===== src/rtl/uart_rx_pkg.sv =====
// uart_rx_pkg: oversampling constants, FSM encoding and majority vote shared by the receiver
package uart_rx_pkg;
  localparam int OVERSAMPLE = 16;
  localparam logic [3:0] SAMPLE_T0 = 4'd7;
  localparam logic [3:0] SAMPLE_T1 = 4'd8;
  localparam logic [3:0] SAMPLE_T2 = 4'd9;
  localparam logic [3:0] LAST_TICK = 4'(OVERSAMPLE - 1);
  typedef enum logic [2:0] {IDLE, START, DATA, STOP, BREAK} state_t;
  function automatic logic majority(input logic a, input logic b, input logic c);
    return (a & b) | (a & c) | (b & c);
  endfunction
endpackage


===== src/rtl/uart_rx_if.sv =====
// uart_rx_if: received-byte bus from the receiver (master) to its consumer (slave)
interface uart_rx_if #(parameter int DATA_BITS = 8);
  logic [DATA_BITS-1:0] data;
  logic data_strobe;
  logic framing_error;
  logic busy;
  modport master (output data, data_strobe, framing_error, busy);
  modport slave (input data, data_strobe, framing_error, busy);
endinterface


===== src/rtl/uart_rx_serial_sync.sv =====
// serial_sync: N-flop synchronizer for an asynchronous pin with a selectable reset value
module serial_sync #(parameter int N = 2) (
  input  logic mclk,
  input  logic reset,
  input  logic rst_val,
  input  logic d,
  output logic q
);
  logic [N-1:0] ff;
  always_ff @(posedge mclk)
    ff <= reset ? {N{rst_val}} : {ff[N-2:0], d};
  assign q = ff[N-1];
endmodule


===== src/rtl/uart_rx.sv =====
// uart_rx: 8N1 LSB-first receiver, x16 oversampling with 2-of-3 mid-bit majority vote
module uart_rx
  import uart_rx_pkg::*;
#(
  parameter int SYNC_STAGES = 2,
  parameter int DATA_BITS   = 8
) (
  input  logic      mclk,
  input  logic      reset,
  input  logic      baud_x16,
  input  logic      serial,
  uart_rx_if.master rx
);
  localparam int IW = DATA_BITS > 1 ? $clog2(DATA_BITS) : 1;
  state_t state, state_n;
  logic line, mid, wrap, maj;
  logic [3:0] tick, tick_n;
  logic [IW-1:0] idx, idx_n;
  logic [1:0] samp, samp_n;
  logic [DATA_BITS-1:0] sr, sr_n, data_q, data_n;
  logic strobe_q, strobe_n, fe_q, fe_n;
  serial_sync #(.N(SYNC_STAGES)) u_sync (
    .mclk    (mclk),
    .reset   (reset),
    .rst_val (1'b1),
    .d       (serial),
    .q       (line)
  );
  assign mid  = baud_x16 && tick == SAMPLE_T2;
  assign wrap = baud_x16 && tick == LAST_TICK;
  assign maj  = majority(samp[0], samp[1], line);
  always_comb begin
    state_n  = state;
    tick_n   = tick;
    idx_n    = idx;
    samp_n   = samp;
    sr_n     = sr;
    data_n   = data_q;
    strobe_n = 1'b0;
    fe_n     = 1'b0;
    if (baud_x16) begin
      tick_n    = tick + 4'd1;
      samp_n[0] = tick == SAMPLE_T0 ? line : samp[0];
      samp_n[1] = tick == SAMPLE_T1 ? line : samp[1];
      case (state)
        IDLE: begin
          tick_n  = '0;
          state_n = line ? IDLE : START;
        end
        START: begin
          if (mid && maj) state_n = IDLE;
          else if (wrap) begin
            state_n = DATA;
            idx_n   = '0;
          end
        end
        DATA: begin
          if (mid) sr_n = {maj, sr[DATA_BITS-1:1]};
          if (wrap) begin
            state_n = idx == IW'(DATA_BITS - 1) ? STOP : DATA;
            idx_n   = idx == IW'(DATA_BITS - 1) ? idx : idx + 1'b1;
          end
        end
        STOP: begin
          if (mid) begin
            state_n  = maj ? IDLE : BREAK;
            data_n   = maj ? sr : data_q;
            strobe_n = maj;
            fe_n     = !maj;
          end
        end
        BREAK: state_n = line ? IDLE : BREAK;
        default: state_n = IDLE;
      endcase
    end
  end
  always_ff @(posedge mclk) begin
    if (reset) begin
      state    <= IDLE;
      tick     <= '0;
      idx      <= '0;
      samp     <= 2'b11;
      sr       <= '0;
      data_q   <= '0;
      strobe_q <= 1'b0;
      fe_q     <= 1'b0;
    end else begin
      state    <= state_n;
      tick     <= tick_n;
      idx      <= idx_n;
      samp     <= samp_n;
      sr       <= sr_n;
      data_q   <= data_n;
      strobe_q <= strobe_n;
      fe_q     <= fe_n;
    end
  end
  assign rx.data          = data_q;
  assign rx.data_strobe   = strobe_q;
  assign rx.framing_error = fe_q;
  assign rx.busy          = state != IDLE;
endmodule


===== src/flat_wrapper.sv =====
// flat-port wrapper written by rule: the top's interface ports become plain ports
module uart_rx_flat import uart_rx_pkg::*;
#(
  parameter int SYNC_STAGES = 2,
  parameter int DATA_BITS   = 8
)
  (mclk, reset, baud_x16, serial, rx_data, rx_data_strobe, rx_framing_error, rx_busy);
  uart_rx_if #(.DATA_BITS(DATA_BITS)) rx_i ();
  input  logic mclk;
  input  logic reset;
  input  logic baud_x16;
  input  logic serial;
  output wire logic [$bits(rx_i.data)-1:0] rx_data;
  output wire logic [$bits(rx_i.data_strobe)-1:0] rx_data_strobe;
  output wire logic [$bits(rx_i.framing_error)-1:0] rx_framing_error;
  output wire logic [$bits(rx_i.busy)-1:0] rx_busy;
  assign rx_data = rx_i.data;
  assign rx_data_strobe = rx_i.data_strobe;
  assign rx_framing_error = rx_i.framing_error;
  assign rx_busy = rx_i.busy;
  uart_rx #(.SYNC_STAGES(SYNC_STAGES), .DATA_BITS(DATA_BITS)) u_core (.mclk(mclk), .reset(reset), .baud_x16(baud_x16), .serial(serial), .rx(rx_i));
endmodule

===== config.mk =====
export PLATFORM = sky130hd
export DESIGN_NAME = uart_rx_flat
export DESIGN_NICKNAME = d
export VERILOG_FILES = /design/src/rtl/uart_rx_pkg.sv /design/src/rtl/uart_rx_if.sv /design/src/rtl/uart_rx_serial_sync.sv /design/src/rtl/uart_rx.sv /design/src/flat_wrapper.sv
export SDC_FILE = /design/constraint.sdc
export NUM_CORES = 1
export LEC_CHECK = 0
export CORE_MARGIN = 5
export CORE_UTILIZATION = 35
export CTS_BUF_LIST = sky130_fd_sc_hd__clkbuf_8
export DETAILED_ROUTE_END_ITERATION = 16
export SLEW_MARGIN = 20
export SYNTH_ARGS = -nofsm -noshare
export SYNTH_HDL_FRONTEND = slang
export SYNTH_HIERARCHICAL = 1
export SYNTH_SLANG_ARGS = --single-unit

===== constraint.sdc =====
create_clock -name mclk -period 2.36 [get_ports mclk]
set_clock_uncertainty 0.2 [all_clocks]
set_input_delay 0.472 -clock mclk [delete_from_list [all_inputs] [get_ports mclk]]
set_output_delay 0.472 -clock mclk [all_outputs]
set_load 0.02 [all_outputs]

==> flow_summary.json <==
{
  "criticalPathCategory": "register to primary output",
  "synth_cell_type_count": 40,
  "post_cts_buffers": 0,
  "crit_required_ns": 1.69,
  "vdd_drop_max_mv": 0.440,
  "fmax_mhz": 445,
  "r2r-end": "u_core/idx[0]",
  "fin_crit_ns": 2.25,
  "postCtsHoldBufs": 0,
  "design.core.area_um2": 3970,
  "avgSynthCellArea_um2": 10.1,
  "timing.rr.start": "u_core/tick[1]",
  "ant_nets": 0,
  "start_util_pct": 35.7,
  "hp-start": "u_core/u_sync/ff[0]",
  "hold_depth": 1,
  "post-dp-hpwl_um": 1850,
  "ios": 15,
  "worstPathArrival_ns": 1.58,
  "drt-pass1-iter-count": 4,
  "drv_slew": 0,
  "finalHoldViolCount": 0,
  "startpoint_type": "register",
  "routed_via_density": 4.90,
  "clk_latency_ns": 0.28,
  "n_antenna_cell": 0,
  "grt_pass1_vias": 986,
  "drcViolationCount": 0,
  "area_growth_pct": 23.3,
  "dieHeight_um": 73.6,
  "finalSetupViolations": 0,
  "hold_path_class": "register to register",
  "final_common_cell": "dfxtp_1",
  "outcome": "finished clean",
  "ys_seq_area_share_pct": 45.2,
  "yosysWarningCount": 6,
  "finalCritPeriodShare_pct": 95.3,
  "grt_pass1_wl_um": 4490,
  "drt_iter0_drc": 31,
  "routedWlPerCell_um": 11.7,
  "r2r_slack_ns": 0.42,
  "syn_inst": 140,
  "routed_wl_um": 2490,
  "drive_above_1_share_pct": 11.7,
  "r2r_cells": 6,
  "grt_max_degree": 14,
  "p_per_area_nw_per_um2": 693,
  "die-area_um2": 5420,
  "rsz0062_at_grt": "no",
  "synth_seq_cells": 32,
  "numCtsBuffers": 5,
  "cts_sinks": 32,
  "tns_ns": 0,
  "gp_congestion": 0.874,
  "power.total_w": 0.00121,
  "io_buffer_count": 14,
  "cts-root-buf": "clkbuf_8",
  "vias": 1043,
  "antenna_found_initial": 0,
  "overflow": 0,
  "p_leak_nw": 0.708,
  "ctsHtreeMaxLevel": 2,
  "drv_cap": 0,
  "die_w_um": 73.6,
  "holdPathEnd": "u_core/u_sync/ff[1]",
  "cts.clk_slew.worst_paths_ns": 0.06,
  "track_usage_pct": 10.6,
  "cpPeakStageDelay_ns": 0.55,
  "fillers": 376,
  "cts_tree": "built",
  "crit_fanout": 8,
  "fin_nets": 171,
  "cp_cell_sequence": "nor3_1, inv_1, clkdlybuf4s50_1",
  "final_cell_mix": "dfxtp_1 (32), nor2_1 (26), mux2i_1 (19)",
  "cts_buffer_depth": 2,
  "worstSetupEndpointType": "primary output",
  "num_rows": 23,
  "syn_area_um2": 1420,
  "slowest_stage": "clkdlybuf4s50_1",
  "ctsResizeCount": 0
}
==> logic make-up after synthesis <==
logic type                 share of synthesized area, %
muxes                                              15.8
and+or+nand+nor                                    20.8
adders and majority gates                          5.12
xor gates and xnor gates                           1.86
AOI/OAI and AO/OA                                  8.04
buffers and inverters                              2.83
other                                             0.265
DFF                                                45.2
==> synthesized netlist by cell type (all sizes together) <==
library cell,number,area (um2)
dfxtp,32,641
nor2,27,109
mux2i,19,190
ha,5,62.6
inv,5,18.8
a211o,3,26.3
a31oi,3,18.8
buf,3,13.8
mux2,3,33.8
nand2b,3,18.8
nand3b,3,22.5
nand4b,3,26.3
a211oi,2,25.0
a21o,2,15.0
clkbuf,2,7.51
nand3,2,15.0
nor3,2,10.0
or3b,2,17.5
xor2,2,17.5
a21oi,1,5.00
a22oi,1,7.51
a31o,1,8.76
and3,1,11.3
and3b,1,8.76
and4,1,8.76
and4b,1,10.0
conb,1,3.75
maj3,1,10.0
nand2,1,3.75
nand4,1,6.26
nor2b,1,6.26
nor3b,1,7.51
o21a,1,7.51
or3,1,6.26
or4,1,7.51
xnor2,1,8.76
==> sequential cells by signal, summed over array words and instances (netlist names) <==
| name | count |
|---|---|
| u_core/u_sync/ff | 2 |
| u_core/rx.framing_error | 1 |
| u_core/idx | 3 |
| u_core/state | 3 |
| u_core/sr | 8 |
| u_core/rx.data_strobe | 1 |
| u_core/samp | 2 |
| u_core/tick | 4 |
| u_core/rx.data | 8 |
==> layer usage <==
| layer | GRT usage [%] | part of all wire (%) | up-vias |
|---|---|---|---|
| met4 | 4.23 | 1.3 | 0 |
| met1 | 13.1 | 48 | 490 |
| li1 | - | - | 532 |
| met3 | 3.83 | 4.6 | 4 |
| met5 | 0 | 0 | - |
| met2 | 16.6 | 46 | 17 |
==> critical path, delay by kind of cell (launching register included) <==
kind                   cells  cell delay, ns
buffers and inverters      2            0.64
DFF                        1            0.37
and+or+nand+nor            1            0.30
==> layout make-up <==
class	instances	area, um2	area share (%)
multi-input cells	99	739	42.3
flip-flops and latches	32	641	36.7
repair buffers	19	178	10.2
clock buffers	5	68.8	3.94
well taps	50	62.6	3.58
clock inverters	3	38.8	2.22
inverters	5	18.8	1.07
==> through the flow <==
stage | area [um2] | utilization, % | hold slack (ns) | instances | setup slack, ns
after CTS | 1750 | 44.0 | 0.276 | 213 | 0.0941
final | 1750 | 44.0 | 0.274 | 213 | 0.111
after global routing | 1750 | 44.0 | 0.294 | 213 | 0.0130
after detailed placement | 1640 | 41.3 | 0.259 | 205 | 0.101
after global placement | 1640 | 41.3 | 0.248 | 205 | 0.125
after floorplan | 1420 | - | 0.234 | 141 | 0.486
==> where the power goes <==
| part | switching, W | internal, W | total [W] |
|---|---|---|---|
| sequential | 0.0000168 | 0.000553 | 0.000570 |
| clock | 0.000189 | 0.000308 | 0.000497 |
| combinational | 0.0000761 | 0.0000679 | 0.000144 |
| total | 0.000282 | 0.000929 | 0.00121 |
==> how the worst max path moves through the flow <==
stage                          startpoint       endpoint  slack, ns  cells after the start
after floorplan            u_core/tick[1]  u_core/idx[0]       0.49                      7
after global placement           baud_x16  u_core/idx[0]       0.12                      5
after detailed placement         baud_x16  u_core/idx[0]       0.10                      5
after CTS                 u_core/state[0]        rx_busy       0.09                      3
after global routing      u_core/state[0]        rx_busy       0.01                      3
final                     u_core/state[0]        rx_busy       0.11                      3
Note: power is estimated with default switching activity, not from simulation.
